## src/rtl/pc_pkg.sv

```systemverilog
// Shared types and helpers for the program-counter generator.
// Next-PC source codes, FSM states and parameter legality checks.
package pc_pkg;

    // Next-PC source selector codes; 5-7 are decoded as sequential.
    typedef enum logic [2:0] {
        PC_SEQ    = 3'd0,
        PC_BRANCH = 3'd1,
        PC_JALR   = 3'd2,
        PC_TRAP   = 3'd3,
        PC_MRET   = 3'd4
    } pc_sel_e;

    // Run/halt control states.
    typedef enum logic {
        ST_RUN    = 1'b0,
        ST_HALTED = 1'b1
    } pc_state_e;

    localparam int SEL_W = 3;

    // Instruction alignment is either compressed (2) or base (4) only.
    function automatic bit ialign_legal(input int ialign);
        return (ialign == 2) || (ialign == 4);
    endfunction

    // Illegal alignments fall back to the base-ISA value of 4.
    function automatic int ialign_eff(input int ialign);
        return ialign_legal(ialign) ? ialign : 4;
    endfunction

endpackage

```

## src/rtl/pc_next_mux.sv

```systemverilog
// Combinational next-PC target selection and alignment check.
// Pure logic; all state lives in pc_gen.
module pc_next_mux
    import pc_pkg::*;
#(
    parameter int              XLEN     = 32,
    parameter logic [XLEN-1:0] TRAP_VEC = XLEN'(32'h0000_0100),
    parameter int              IALIGN   = 4
) (
    input  logic [XLEN-1:0]  pc,
    input  logic [XLEN-1:0]  pc_plus4,
    input  logic [XLEN-1:0]  immext,
    input  logic [XLEN-1:0]  rs1,
    input  logic [XLEN-1:0]  epc,
    input  logic [SEL_W-1:0] pc_sel,
    output logic [XLEN-1:0]  tgt,
    output logic             is_trap,
    output logic             tgt_bad
);

    localparam int IA = ialign_eff(IALIGN);

    logic            is_br;
    logic            is_jalr;
    logic            is_mret;
    logic            chk_align;
    logic            low_bad;
    logic [XLEN-1:0] br_tgt;
    logic [XLEN-1:0] jalr_sum;
    logic [XLEN-1:0] jalr_tgt;

    assign is_br   = (pc_sel == PC_BRANCH);
    assign is_jalr = (pc_sel == PC_JALR);
    assign is_trap = (pc_sel == PC_TRAP);
    assign is_mret = (pc_sel == PC_MRET);

    assign br_tgt   = pc + immext;
    assign jalr_sum = rs1 + immext;
    assign jalr_tgt = {jalr_sum[XLEN-1:1], 1'b0};

    // One-hot source decode; anything unrecognised is sequential.
    always_comb begin
        tgt       = pc_plus4;
        chk_align = 1'b0;
        unique case (1'b1)
            is_br: begin
                tgt       = br_tgt;
                chk_align = 1'b1;
            end
            is_jalr: begin
                tgt       = jalr_tgt;
                chk_align = 1'b1;
            end
            is_trap: begin
                tgt = TRAP_VEC;
            end
            is_mret: begin
                tgt       = epc;
                chk_align = 1'b1;
            end
            default: begin
                tgt = pc_plus4;
            end
        endcase
    end

    // Alignment granularity follows IALIGN.
    if (IA == 4) begin : g_ia4
        assign low_bad = |tgt[1:0];
    end else begin : g_ia2
        assign low_bad = tgt[0];
    end

    assign tgt_bad = chk_align & low_bad;

endmodule

```

## src/rtl/pc_gen.sv

```systemverilog
// Program counter generator: PC/EPC registers, halt FSM,
// misaligned-target trapping and retired-instruction counter.
module pc_gen
    import pc_pkg::*;
#(
    parameter int              XLEN      = 32,
    parameter logic [XLEN-1:0] RESET_VEC = XLEN'(32'h0000_0000),
    parameter logic [XLEN-1:0] TRAP_VEC  = XLEN'(32'h0000_0100),
    parameter int              IALIGN    = 4,
    parameter int              CNT_W     = 64
) (
    input  logic             clk,
    input  logic             arst,
    input  logic             stall,
    input  logic [2:0]       pc_sel,
    input  logic [XLEN-1:0]  immext,
    input  logic [XLEN-1:0]  rs1,
    input  logic             halt_req,
    input  logic             resume,
    output logic [XLEN-1:0]  pc,
    output logic [XLEN-1:0]  pc_plus4,
    output logic [XLEN-1:0]  epc,
    output logic             misaligned,
    output logic             halted,
    output logic [CNT_W-1:0] instret
);

    pc_state_e       state;
    logic            update;
    logic [XLEN-1:0] tgt;
    logic            is_trap;
    logic            tgt_bad;
    logic            redirect;

    assign update   = (state == ST_RUN) && !stall;
    assign pc_plus4 = pc + XLEN'(4);
    assign halted   = (state == ST_HALTED);
    assign redirect = is_trap || tgt_bad;

    pc_next_mux #(
        .XLEN     (XLEN),
        .TRAP_VEC (TRAP_VEC),
        .IALIGN   (IALIGN)
    ) u_mux (
        .pc       (pc),
        .pc_plus4 (pc_plus4),
        .immext   (immext),
        .rs1      (rs1),
        .epc      (epc),
        .pc_sel   (pc_sel),
        .tgt      (tgt),
        .is_trap  (is_trap),
        .tgt_bad  (tgt_bad)
    );

    // Run/halt FSM; the halting edge still retires one instruction.
    always_ff @(posedge clk or posedge arst) begin
        if (arst) begin
            state <= ST_RUN;
        end else begin
            case (state)
                ST_RUN: begin
                    if (halt_req && !stall) begin
                        state <= ST_HALTED;
                    end
                end
                ST_HALTED: begin
                    if (resume) begin
                        state <= ST_RUN;
                    end
                end
                default: begin
                    state <= ST_RUN;
                end
            endcase
        end
    end

    // PC and exception PC; traps and bad targets vector to TRAP_VEC.
    always_ff @(posedge clk or posedge arst) begin
        if (arst) begin
            pc  <= RESET_VEC;
            epc <= '0;
        end else if (update) begin
            if (redirect) begin
                pc  <= TRAP_VEC;
                epc <= pc;
            end else begin
                pc  <= tgt;
            end
        end
    end

    // One-cycle pulse marking a redirect caused by a misaligned target.
    always_ff @(posedge clk or posedge arst) begin
        if (arst) begin
            misaligned <= 1'b0;
        end else begin
            misaligned <= update && tgt_bad;
        end
    end

    // Retired-instruction counter; wraps naturally at 2^CNT_W.
    always_ff @(posedge clk or posedge arst) begin
        if (arst) begin
            instret <= '0;
        end else if (update) begin
            instret <= instret + CNT_W'(1);
        end
    end

endmodule

```

## config.mk

```make
export PLATFORM = sky130hd
export DESIGN_NAME = pc_gen
export DESIGN_NICKNAME = d
export VERILOG_FILES = /design/src/rtl/pc_pkg.sv /design/src/rtl/pc_next_mux.sv /design/src/rtl/pc_gen.sv
export SDC_FILE = /design/constraint.sdc
export NUM_CORES = 1
export LEC_CHECK = 0
export ABC_AREA = 0
export BUFFER_PORTS_ARGS = -buffer_cell sky130_fd_sc_hd__buf_2
export CORE_MARGIN = 1
export CORE_UTILIZATION = 55
export CTS_CLUSTER_DIAMETER = 30
export DETAILED_ROUTE_END_ITERATION = 6
export PLACE_DENSITY = 0.82
export SETUP_SLACK_MARGIN = 0.3
export SLEW_MARGIN = 20
export SYNTH_ARGS = -nofsm -noshare
export SYNTH_HDL_FRONTEND = slang
export SYNTH_SLANG_ARGS = --single-unit
```

## constraint.sdc

```tcl
create_clock -name clk -period 9.55 [get_ports clk]
set_clock_uncertainty 0.05 [all_clocks]
set_input_delay 0.4775 -clock clk [delete_from_list [all_inputs] [get_ports clk]]
set_output_delay 0.4775 -clock clk [all_outputs]
set_load 0.1 [all_outputs]
```

==> impl_metrics.tcl <==
set metrics [dict create \
    ys_types 84 \
    syn_area_sq_mm 0.01020 \
    instances_no_fill 1624 \
    grt_overflow 0 \
    clock_latency_ps 420 \
    viasPerCell 6.299 \
    n_fill_cell 1523 \
    cts_setup_buffers 0 \
    ys_seq_area_frac 0.3190 \
    antenna_found_initial 0 \
    finalCriticalPeriod_ps 3979 \
    ios 234 \
    reg2reg_depth 12 \
    dpl.hpwl_um 24170 \
    core_sq_mm 0.01809 \
    tns_ps 0 \
    die_y_um 138.2 \
    antenna_left 0 \
    cts_tree "done" \
    cp.arrival_ps 3450 \
    cts_resized 0 \
    crit_type "reg -> out" \
    numClockSinks 130 \
    cap_violations 0 \
    clk_pin_slew_ps 70 \
    drive_gt1_frac 0.2480 \
    p_leak_uw 0.005907 \
    fmax_mhz 251.3 \
    cp-end-kind "primary output" \
    synth-async-reset-ratio 1.000 \
    grt_start_max_net_pins 76 \
    p_per_area_mw_per_mm2 300.5 \
    synth_top_flop_cell "dfrtp_1" \
    ys_seq_elements 130 \
    vias 10230 \
    place.detailed.instances 1592 \
    place_congestion 0.9735 \
    die-width_um 138.2 \
    synthCells 1170 \
    clk_path_buf_depth 2 \
    finalHoldViolCount 0 \
    final_nets 1519 \
    dieArea_sq_mm 0.01909 \
    synth_area_leaders "dfrtp_1 32%, xnor2_1 8.1%, ha_1 7.7%" \
    final_common_cell "buf_2" \
    syn_nets 1307 \
    routedWlPerCell_um 19.86 \
    area_delta_synth_final_pct 18.74 \
    r2r_setup_slack_ps 5960 \
    cts_buffers 17 \
    tightest_slew_ps 1088 \
    crit_fanout 8 \
    regArea_sq_mm 0.003253 \
    fp-row-count 49 \
    post-route-util 0.6695 \
    avgSynthCellArea_sq_um 8.716 \
    rr_startpoint "pc[0]" \
    track_usage 0.3378 \
    grt_pass1_wl_um 51120 \
    setup_viol 0 \
    route.detailed.drc 36 \
    period_share 0.4166 \
    slew_headroom 0.2744 \
    vdd_ir_drop_max_mv 0.2560 \
    initial_utilization 0.5638 \
    synth_top_area_frac 0.3190 \
    drt_iter0_drc 911 \
    wl_um 32260 \
    io_buffers 233 \
    grt_pass1_vias 9546 \
    ctsHoldBuffers 0 \
    timing.rr.end "pc[24]" \
    startpoint_type "flip-flop" \
    final_cell_mix "233 x buf_2, 130 x dfrtp_1, 120 x nand2_1, 93 x xnor2_1, 83 x nor2_1" \
    status "finished, violations left" \
    critPathRequiredTime_ps 9020 \
    multi_input_area_sq_mm 0.006649 \
    yosys_warnings 0 \
    diodes 0 \
    hp-class "in -> async" \
    h-tree-depth 4 \
    drv_slew 0 \
    synth_edf_count 0 \
    rsz0062_at_grt "false" \
    clockRootBuffer "clkbuf_16" \
    violations "design-rule violations" \
    synth_area_leader_cell "dfrtp_1" \
    firstDrtPassIters 7 \
]
==> final cells by class <==
class                           count  share of cell area
Multi-Input combinational cell    962              0.5491
Sequential cell                   130              0.2687
Timing Repair Buffer              242              0.1022
Clock buffer                       18             0.03627
Tap cell                          229             0.02366
Clock inverter                     14             0.01085
Inverter                           29            0.009197
==> registers in the layout, summed over array words and instances (netlist names) <==
| signal | flops |
|---|---|
| instret | 64 |
| misaligned | 1 |
| pc | 32 |
| halted | 1 |
| epc | 32 |
==> report_power, final <==
group | total [uW] | switching (uW) | leakage [uW] | internal, uW
Sequential | 834 | 171 | 0.00171 | 663
Combinational | 2160 | 1700 | 0.00393 | 462
Clock | 644 | 275 | 0.000263 | 368
==> worst max path at each step <==
stage               startpoint           end  slack, ps
global placement     immext[0]        pc[28]       6000
CTS                      pc[2]  pc_plus4[30]       5640
detailed placement   immext[0]        pc[24]       5890
floorplan                pc[3]        pc[28]       4700
finish                   pc[2]  pc_plus4[30]       5570
global route             pc[3]  pc_plus4[30]       5460
==> critical path, cell delays in order (launching register included) <==
cell	delay (ps)
dfrtp_1	480
ha_1	310
and4_1	360
nand2_1	100
nor2_2	490
and3_1	400
nand3_1	160
xnor2_1	240
buf_2	470
==> cells by family after synthesis <==
kind of cell,synth area share
buffers and inverters,0.03092
AO/OA/AOI/OAI,0.2069
XOR/XNOR,0.1211
flip-flops,0.3190
multiplexers,0.03902
adder cells (fa/ha/maj),0.08123
AND/OR/NAND/NOR,0.2018
==> metrics by stage <==
| stage | total power [uW] | setup WS (ps) | hold slack (ps) | cell area [sq um] |
|---|---|---|---|---|
| 6_report | 3639 | 5571 | 102.6 | 12110 |
| 3_5_place_dp | 2975 | 5895 | 412.2 | 11530 |
| 4_1_cts | 3620 | 5636 | 132.8 | 12100 |
| 3_3_place_gp | 2952 | 6001 | 404.4 | 11530 |
| 2_1_floorplan | 2572 | 4702 | 523.9 | 10200 |
| 5_1_grt | 3767 | 5457 | 166.7 | 12110 |
==> per-layer routing <==
| metal | vias to the layer above | global-route usage | part of all wire |
|---|---|---|---|
| met5 | - | 0 | 0 |
| met4 | 0 | 0.1419 | 0.035 |
| met3 | 97 | 0.06166 | 0.10 |
| met2 | 582 | 0.5287 | 0.45 |
| met1 | 4842 | 0.4612 | 0.41 |
| li1 | 4709 | - | - |
==> Yosys cell counts, types with 4 or more instances <==
cell,instances
mux2i_1,6
o21a_1,6
nand4_1,23
o211ai_1,5
nor3b_1,4
nor2b_1,10
o221ai_1,8
a21o_1,36
nor2_2,4
o31ai_1,7
and3_1,22
nor2_1,83
dfrtp_1,130
o41ai_1,5
or2_2,4
a31oi_1,21
nand3_2,4
a2111oi_0,4
nor3_1,19
a211o_1,4
o21bai_1,6
clkbuf_1,39
xor2_1,47
nand2_1,120
nand2b_1,12
xnor2_1,94
a41oi_1,5
o21ai_0,59
a21oi_1,82
ha_1,63
mux2_2,30
a22oi_1,4
nand3_1,47
o22ai_1,18
or3_1,4
and4_1,8
and2_1,8
a221oi_1,9
inv_1,29
a211oi_1,12
No activity file was read; power rests on OpenSTA's default activity.
